===== src/rtl/uart_tx_param.sv =====
// Parameterised UART transmitter with a small transmit FIFO.
// Frame on tx: start bit, data LSB first, optional parity, one or two stop bits.
// tx is registered from the FSM state, so the line trails the state by one cycle.
module uart_tx_param #(
    parameter int unsigned DATA_BITS    = 8,
    parameter int unsigned CLKS_PER_BIT = 434,
    parameter int unsigned PARITY       = 0,
    parameter int unsigned STOP_BITS    = 1,
    parameter int unsigned FIFO_DEPTH   = 4
) (
    input  logic                          clk,
    input  logic                          rst,
    input  logic                          s_valid,
    input  logic [DATA_BITS-1:0]          s_data,
    output logic                          s_ready,
    output logic                          tx,
    output logic                          busy,
    output logic                          done,
    output logic [$clog2(FIFO_DEPTH):0]   fifo_count
);

    localparam int unsigned PtrW  = $clog2(FIFO_DEPTH);
    localparam int unsigned CntW  = PtrW + 1;
    localparam int unsigned BaudW = $clog2(CLKS_PER_BIT);

    localparam logic [BaudW-1:0] BaudLast = BaudW'(CLKS_PER_BIT - 1);
    localparam logic [3:0]       DataLast = 4'(DATA_BITS - 1);
    localparam logic [3:0]       StopLast = 4'(STOP_BITS - 1);
    localparam logic [CntW-1:0]  CntFull  = CntW'(FIFO_DEPTH);
    localparam logic             OddPar   = (PARITY == 1);

    typedef enum logic [2:0] {StIdle, StStart, StData, StParity, StStop} state_e;

    state_e                state_q, state_d;
    logic [BaudW-1:0]      baud_q, baud_d;
    logic [3:0]            bit_q, bit_d;
    logic [DATA_BITS-1:0]  shift_q, shift_d;
    logic                  par_q, par_d;
    logic                  tx_q, tx_d;
    logic                  done_q, done_d;
    logic                  s_ready_q;
    logic [CntW-1:0]       count_q, count_d;
    logic [PtrW-1:0]       wr_ptr_q, rd_ptr_q;
    logic [DATA_BITS-1:0]  mem_q [FIFO_DEPTH];
    logic                  push, pop, baud_end;

    // s_ready is registered, so a full FIFO stays closed even during a pop cycle.
    assign push     = s_valid && s_ready_q;
    assign baud_end = (baud_q == BaudLast);

    // FSM next state, bit timing, line value and FIFO pop decision.
    always_comb begin
        state_d = state_q;
        baud_d  = baud_q + BaudW'(1);
        bit_d   = bit_q;
        shift_d = shift_q;
        par_d   = par_q;
        tx_d    = 1'b1;
        done_d  = 1'b0;
        pop     = 1'b0;
        unique case (state_q)
            StIdle: begin
                baud_d = '0;
                if (count_q != '0) begin
                    pop     = 1'b1;
                    state_d = StStart;
                end
            end
            StStart: begin
                tx_d = 1'b0;
                if (baud_end) begin
                    baud_d  = '0;
                    bit_d   = '0;
                    state_d = StData;
                end
            end
            StData: begin
                tx_d = shift_q[0];
                if (baud_end) begin
                    baud_d  = '0;
                    shift_d = shift_q >> 1;
                    if (bit_q == DataLast) begin
                        bit_d   = '0;
                        state_d = (PARITY != 0) ? StParity : StStop;
                    end else begin
                        bit_d = bit_q + 4'd1;
                    end
                end
            end
            StParity: begin
                tx_d = par_q;
                if (baud_end) begin
                    baud_d  = '0;
                    bit_d   = '0;
                    state_d = StStop;
                end
            end
            StStop: begin
                tx_d = 1'b1;
                if (baud_end) begin
                    baud_d = '0;
                    if (bit_q == StopLast) begin
                        bit_d  = '0;
                        done_d = 1'b1;
                        if (count_q != '0) begin
                            pop     = 1'b1;
                            state_d = StStart;
                        end else begin
                            state_d = StIdle;
                        end
                    end else begin
                        bit_d = bit_q + 4'd1;
                    end
                end
            end
            default: state_d = StIdle;
        endcase
        // Load the head word and its parity as the frame starts.
        if (pop) begin
            shift_d = mem_q[rd_ptr_q];
            par_d   = (^mem_q[rd_ptr_q]) ^ OddPar;
        end
    end

    // FIFO occupancy: a simultaneous push and pop leaves the count unchanged.
    always_comb begin
        count_d = count_q;
        if (push && !pop) begin
            count_d = count_q + CntW'(1);
        end else if (!push && pop) begin
            count_d = count_q - CntW'(1);
        end
    end

    // State, pointers and registered outputs; reset discards any queued words.
    always_ff @(posedge clk) begin
        if (rst) begin
            state_q   <= StIdle;
            baud_q    <= '0;
            bit_q     <= '0;
            shift_q   <= '0;
            par_q     <= 1'b0;
            tx_q      <= 1'b1;
            done_q    <= 1'b0;
            s_ready_q <= 1'b0;
            count_q   <= '0;
            wr_ptr_q  <= '0;
            rd_ptr_q  <= '0;
        end else begin
            state_q   <= state_d;
            baud_q    <= baud_d;
            bit_q     <= bit_d;
            shift_q   <= shift_d;
            par_q     <= par_d;
            tx_q      <= tx_d;
            done_q    <= done_d;
            s_ready_q <= (count_d != CntFull);
            count_q   <= count_d;
            if (push) begin
                wr_ptr_q <= wr_ptr_q + PtrW'(1);
            end
            if (pop) begin
                rd_ptr_q <= rd_ptr_q + PtrW'(1);
            end
        end
    end

    // FIFO storage; words are captured at push time.
    always_ff @(posedge clk) begin
        if (push) begin
            mem_q[wr_ptr_q] <= s_data;
        end
    end

    assign s_ready    = s_ready_q;
    assign tx         = tx_q;
    assign done       = done_q;
    assign fifo_count = count_q;
    // done_q marks the cycle the last stop bit is still on the line.
    assign busy       = (state_q != StIdle) || (count_q != '0) || done_q;

endmodule


===== config.mk =====
export PLATFORM = sky130hd
export DESIGN_NAME = uart_tx_param
export DESIGN_NICKNAME = d
export VERILOG_FILES = /design/src/rtl/uart_tx_param.sv
export SDC_FILE = /design/constraint.sdc
export NUM_CORES = 1
export LEC_CHECK = 0
export ABC_AREA = 1
export CORE_UTILIZATION = 30
export CTS_CLUSTER_DIAMETER = 120
export CTS_CLUSTER_SIZE = 12
export DETAILED_ROUTE_END_ITERATION = 16
export PLACE_DENSITY = 0.49
export RECOVER_POWER = 100
export SLEW_MARGIN = 5
export SYNTH_ARGS = -nofsm -noshare
export SYNTH_HDL_FRONTEND = slang
export SYNTH_SLANG_ARGS = --single-unit
export TNS_END_PERCENT = 20

===== constraint.sdc =====
create_clock -name clk -period 3.4 [get_ports clk]
set_clock_uncertainty 0.15 [all_clocks]
set_input_delay 1.02 -clock clk [delete_from_list [all_inputs] [get_ports clk]]
set_output_delay 1.02 -clock clk [all_outputs]
set_load 0.1 [all_outputs]

==> impl_metrics.yaml, run 1 <==
placement:
  place_area_um2: 3643
  gp_routability_congestion: 0.7655
  post-dp-hpwl_um: 4616
  buffer_ports.inserted: 17
routing:
  post_drt_wl_per_cell_um: 11.33
  vias_per_std_cell: 4.326
  ant_nets: 0
  drc_errors: 0
  violation_count_after_the_first_detailed_routing_iteration: 94
  drt-total-wl_um: 6457
  via_count: 2466
  drt_pre_antenna_iters: 4
synth:
  yosys_warnings: 0
  yosys.area.top_type_share: 0.2888
  synth-edff-count: 32
  synth.top_cells.by_count: "sky130_fd_sc_hd__nand2_1 (138), sky130_fd_sc_hd__dfxtp_1 (37), sky130_fd_sc_hd__inv_1 (35)"
  syn-num-nets: 422
  main_area_contributors_after_synthesis: "sky130_fd_sc_hd__edfxtp_1 (29%), sky130_fd_sc_hd__dfxtp_1 (22%), sky130_fd_sc_hd__nand2_1 (16%)"
  asyncSetResetFlopFracSynth: 0
  synth.cell_area_um2: 3327
  yosys_register_bits: 69
  synthesis.instances: 400
  post-synth-top-area-cell: "sky130_fd_sc_hd__edfxtp_1"
  yosysMostFrequentCell: "sky130_fd_sc_hd__nand2_1"
  most_used_flip_flop_cell_after_synthesis: "sky130_fd_sc_hd__dfxtp_1"
  post_synth_num_cell_types: 33
  synth_area_per_cell_um2: 8.317
  synth.yosys.seq_area_share: 0.5115
sta:
  hold_vio_cnt_final: 0
  unrepaired_setup_endpoints_after_global_routing: "no"
  final-setup-viol-count: 0
  worst-slew-pin-transition_ns: 1.175
  final_max_slew_viol_count: 0
  finalWorstPathRequiredPeriod_ns: 2.951
  max_clock_freq_ghz: 0.3389
  timing.setup.tns_ns: 0
  min_period_over_period: 0.8678
  maxSlewHeadroom: 0.2203
die:
  total_die_area_um2: 11520
  ios: 18
  num_rows: 38
  die-width_um: 107.3
  die_outline_height_um: 107.3
  initial_utilization: 0.3069
  floorplan.core_area_um2: 10840
clocking:
  clk_latency_ns: 0.34
  cts_setup_buffers: 0
  cts_htree_levels: 3
  tritoncts.num_buffers: 9
  tritoncts: "built"
  cts_resized: 0
  cts.root.buffer_cell: "sky130_fd_sc_hd__clkbuf_8"
  number_of_hold_buffers_added_after_cts: 0
  cts_buffer_depth: 2
  clk_pin_slew_ns: 0.07
  clkSinkCount: 69
critical_path:
  max_stage_delay_ns: 0.37
  path_max_fanout: 4
  critical_path_buf_inv_count: 4
  crit_slowest_cell: "sky130_fd_sc_hd__clkbuf_2"
  crit_path_frequent_cell: "sky130_fd_sc_hd__inv_1"
  cp.required_ns: 2.23
  critical-path-top-delay-family: "buffers and inverters"
  regToRegSetupSlack_ns: 0.75
  timing.critical_path.from_type: "flop"
  critical_path.cell_chain: "inv_1, ha_1, inv_1, nor2_1, inv_1, nor2_1, nand2_1, clkbuf_2"
  path_class: "reg -> out"
  critical_path.endpoint_type: "primary output"
  critPathArrivalTime_ns: 1.78
power_and_ir_drop:
  swShare: 0.4252
  p_int_mw: 1.745
  powerDensity_nw_per_um2: 807.0
  total_leakage_power_nw: 1.588
  switchingPower_mw: 1.291
  p_comb_frac: 0.399
  p_seq_frac: 0.373
  clkPwrFrac: 0.227
  vdd_drop_max_mv: 0.4569
global_routing:
  global_route.usage.total: 0.1264
  grt_pass1_vias: 2419
  grt_max_degree: 20
  grt_ovf: 0
  grt_antenna_before_repair: 0
  grt_pass1_wl_um: 11150
cells_and_area:
  layout-drive-gt1-share: 0.08837
  layout.cell_area.non_filler_um2: 3762
  antenna_cells: 0
  layout-area-overhead-vs-synth_pct: 13.09
  design.final.nets: 447
hold_path:
  hp_class: "reg -> reg"
outcome:
  outcome: "finished, final reports clean"
run:
  drv.max_cap_violation_count: 0
[metal layers]
layer  up-vias  global-route usage  wire length, µm
met5         -                   0                0
met2        20              0.1922             2852
li1       1336                   -                -
met1      1104              0.1664             3354
met3         6             0.03390              155
met4         0             0.05969               94
[worst min-delay path: stages, from the launching register on]
cell	delay, ns
sky130_fd_sc_hd__dfxtp_1	0.31
sky130_fd_sc_hd__nand2_1	0.06
sky130_fd_sc_hd__a21oi_1	0.05
[power by group through the flow]
| stage | clock (mW) | sequential, mW | combinational, mW |
|---|---|---|---|
| after floorplan | 0 | 1.26 | 0.920 |
| after global placement | 0 | 1.15 | 1.27 |
| after detailed placement | 0 | 1.15 | 1.29 |
| after CTS | 0.715 | 1.14 | 1.29 |
| after global routing | 0.749 | 1.16 | 1.39 |
| final | 0.690 | 1.13 | 1.21 |
[layout make-up]
type                    instances  area (µm²)
inverters                      47       178.9
multi-input cells             275        1348
clock inverters                 1       30.03
repair buffers                 23       150.1
clock buffers                  15       176.4
flip-flops and latches         69        1704
fillers                      1147        7078
well taps                     140       175.2
[registers in the layout, indices dropped and copies added, names as in the netlist, named ones only]
register    cells
s_ready         1
state_q         3
bit_q           4
fifo_count      3
done            1
mem_q          32
rd_ptr_q        2
baud_q          9
par_q           1
tx              1
shift_q         8
wr_ptr_q        2
[placed cells by master (no fill, tap or decap), drive strengths merged]
master       instances
xor2                 6
nor2                33
clkbuf              28
o21ai               13
a31oi                7
nand2              144
o22ai                1
nand3               34
edfxtp              32
a211oi               1
nor4                 1
a21oi               15
nor3                 5
nand4                3
xnor2                1
dlygate4sd3         10
inv                 47
bufinv               1
dfxtp               37
ha                  11
[final timing paths]
kind / start / end / cells past startpoint
max: fifo_count[0] / busy / 8
min: shift_q[7] / shift_q[7] / 2
max reg2reg: baud_q[0] / shift_q[6] / 10
min reg2reg: shift_q[7] / shift_q[7] / 2
[logic make-up after synthesis]
family	after synthesis	synth area share
fa+ha+maj	11	0.04137
xor+xnor	7	0.01843
simple gates	220	0.2979
buf+inv	56	0.07146
flops	69	0.5115
compound gates	37	0.05942
[stage by stage]
stage | utilization | total power, mW | instances | hold slack, ns | worst slack [ns]
floorplan | - | 2.181 | 400 | 0.2892 | 0.2751
global placement | 0.3361 | 2.421 | 554 | 0.3026 | 0.7970
detailed placement | 0.3361 | 2.442 | 554 | 0.3098 | 0.7666
CTS | 0.3551 | 3.143 | 570 | 0.3212 | 0.5222
global route | 0.3471 | 3.291 | 570 | 0.3468 | 0.2809
finish | 0.3471 | 3.036 | 570 | 0.3157 | 0.4495
Note: power is estimated with default switching activity, not from simulation.
==> run 2: changes to the inputs <==
--- a/config.mk
+++ b/config.mk
@@ -6,6 +6,7 @@
 export NUM_CORES = 1
 export LEC_CHECK = 0
 export ABC_AREA = 1
+export CORE_MARGIN = 2
 export CORE_UTILIZATION = 30
 export CTS_CLUSTER_DIAMETER = 120
 export CTS_CLUSTER_SIZE = 12
==> run 2 against run 1 <==
Effect of this change:
- critical path depth unchanged
- non-clock buffer count decreased by 2
- worst hold slack improved by 0.0023 ns
- sequential cell count unchanged
- combinational power about the same
- cell count decreased by 0.35%
- clock-buffer cell count decreased by 4
- register-to-register slack improved by 0.65 ns
- highest routed layer unchanged
==> impl_metrics.yaml, run 2 (synthesized netlist as in run 1, its figures left out) <==
clocking:
  cts_resized: 0
  clk_pin_slew_ns: 0.08
  cts_setup_buffers: 0
  clkSinkCount: 69
  number_of_hold_buffers_added_after_cts: 0
  cts_htree_levels: 3
  tritoncts: "built"
  cts.root.buffer_cell: "sky130_fd_sc_hd__clkbuf_8"
  cts_buffer_depth: 2
  clk_latency_ns: 0.34
  tritoncts.num_buffers: 9
die:
  total_die_area_um2: 11950
  num_rows: 38
  ios: 18
  floorplan.core_area_um2: 10840
  die_outline_height_um: 109.3
  die-width_um: 109.3
  initial_utilization: 0.3069
global_routing:
  grt_antenna_before_repair: 0
  global_route.usage.total: 0.1263
  grt_pass1_vias: 2426
  grt_pass1_wl_um: 11500
  grt_max_degree: 20
  grt_ovf: 0
routing:
  vias_per_std_cell: 4.347
  drc_errors: 0
  drt-total-wl_um: 6573
  post_drt_wl_per_cell_um: 11.57
  via_count: 2469
  drt_pre_antenna_iters: 5
  ant_nets: 0
  violation_count_after_the_first_detailed_routing_iteration: 130
cells_and_area:
  layout-drive-gt1-share: 0.1051
  registers.top_by_ff_count: "mem_q"
  mostFrequentLayoutCell: "sky130_fd_sc_hd__nand2_1"
  antenna_cells: 0
  fill_cells: 1156
  area_taken_by_flip_flops_and_latches_um2: 1704
  multi_input_comb_area_um2: 1383
  design.final.nets: 445
  layout-area-overhead-vs-synth_pct: 13.58
  final-instance-count-excl-fill: 568
  largest_reg_flops: 32
  most_frequent_cells_in_the_layout: "sky130_fd_sc_hd__nand2_1 (138), sky130_fd_sc_hd__inv_1 (35), sky130_fd_sc_hd__dfxtp_1 (35), sky130_fd_sc_hd__nand3_1 (32), sky130_fd_sc_hd__edfxtp_1 (32)"
  largest_registers: "mem_q x32, baud_q x9, shift_q x8"
power_and_ir_drop:
  power_mw: 2.999
  total_leakage_power_nw: 1.608
  vdd_drop_max_mv: 0.5018
  powerDensity_nw_per_um2: 793.6
critical_path:
  timing.critical_path.from_type: "flop"
  path_class: "reg -> out"
  path_max_fanout: 4
  critPathArrivalTime_ns: 1.78
  cp.required_ns: 2.23
  critical_path.endpoint_type: "primary output"
run:
  drv.max_cap_violation_count: 0
sta:
  final-setup-viol-count: 0
  min_period_over_period: 0.8669
  worst-slew-pin-transition_ns: 1.191
  hold_vio_cnt_final: 0
  post-route-worst-setup-slack_ns: 0.4526
  finalWorstPathRequiredPeriod_ns: 2.947
  max_clock_freq_ghz: 0.3393
  final_max_slew_viol_count: 0
  timing.setup.tns_ns: 0
  maxSlewHeadroom: 0.2096
  unrepaired_setup_endpoints_after_global_routing: "no"
hold_path:
  hp_class: "reg -> reg"
placement:
  buffer_ports.inserted: 17
  post-dp-hpwl_um: 4846
  gp_routability_congestion: 0.7920
  placed_cells: 552
  dp_slack_ns: 0.4858
outcome:
  outcome: "finished, final reports clean"
run 2: cell count changes in the layout (fill, tap and decap cells not counted), moves of 2 or more:
| cell | change |
|---|---|
| sky130_fd_sc_hd__nand2_1 | -3 |
| sky130_fd_sc_hd__nor2_1 | -2 |
| sky130_fd_sc_hd__clkinv_4 | +3 |
| sky130_fd_sc_hd__clkbuf_8 | -3 |
| sky130_fd_sc_hd__nand2_2 | +2 |
| sky130_fd_sc_hd__clkbuf_1 | -4 |
run 2: path summary, 6_finish.rpt:
kind | startpoint | end | slack, ns | cells after the start
min reg2reg | shift_q[7] | shift_q[7] | 0.32 | 2
min | shift_q[7] | shift_q[7] | 0.32 | 2
max | fifo_count[0] | busy | 0.45 | 8
max reg2reg | flop | par_q | 1.40 | 13
run 2: through the flow:
stage               utilization  area (µm²)  hold WS, ns
CTS                      0.3527        3824       0.3183
global placement         0.3347        3628       0.3015
global route             0.3486        3779       0.3424
floorplan                     -        3329       0.2892
finish                   0.3486        3779       0.3180
detailed placement       0.3347        3628       0.3056
run 2: where the power goes:
part	switching [mW]	internal, mW	total, mW
Clock	0.325	0.315	0.641
Combinational	0.895	0.332	1.23
Sequential	0.108	1.02	1.13
run 2: cell type report:
| cell class | count | area share |
|---|---|---|
| sequential | 69 | 0.4510 |
| tap | 140 | 0.04636 |
| clock inverter | 5 | 0.01126 |
| multi-input combinational | 275 | 0.3659 |
| clock buffer | 11 | 0.04040 |
| inverter | 47 | 0.04735 |
| timing repair buffer | 21 | 0.03775 |
run 2: worst max-delay path: stages (launching register included):
cell and delay [ns]:
sky130_fd_sc_hd__dfxtp_2 0.34, sky130_fd_sc_hd__inv_1 0.10, sky130_fd_sc_hd__ha_1 0.16, sky130_fd_sc_hd__inv_1 0.04, sky130_fd_sc_hd__nor2_1 0.12, sky130_fd_sc_hd__inv_1 0.09, sky130_fd_sc_hd__nor2_1 0.16, sky130_fd_sc_hd__nand2_1 0.07
sky130_fd_sc_hd__clkbuf_2 0.37
run 2: routing by layer:
metal | wire (µm) | part of all wire | vias up | global-route usage
met5 | 0 | 0 | - | 0
met4 | 116 | 0.018 | 0 | 0.05877
met3 | 180 | 0.027 | 10 | 0.02549
met2 | 2802 | 0.43 | 34 | 0.1952
met1 | 3473 | 0.53 | 1091 | 0.1699
li1 | - | - | 1334 | -
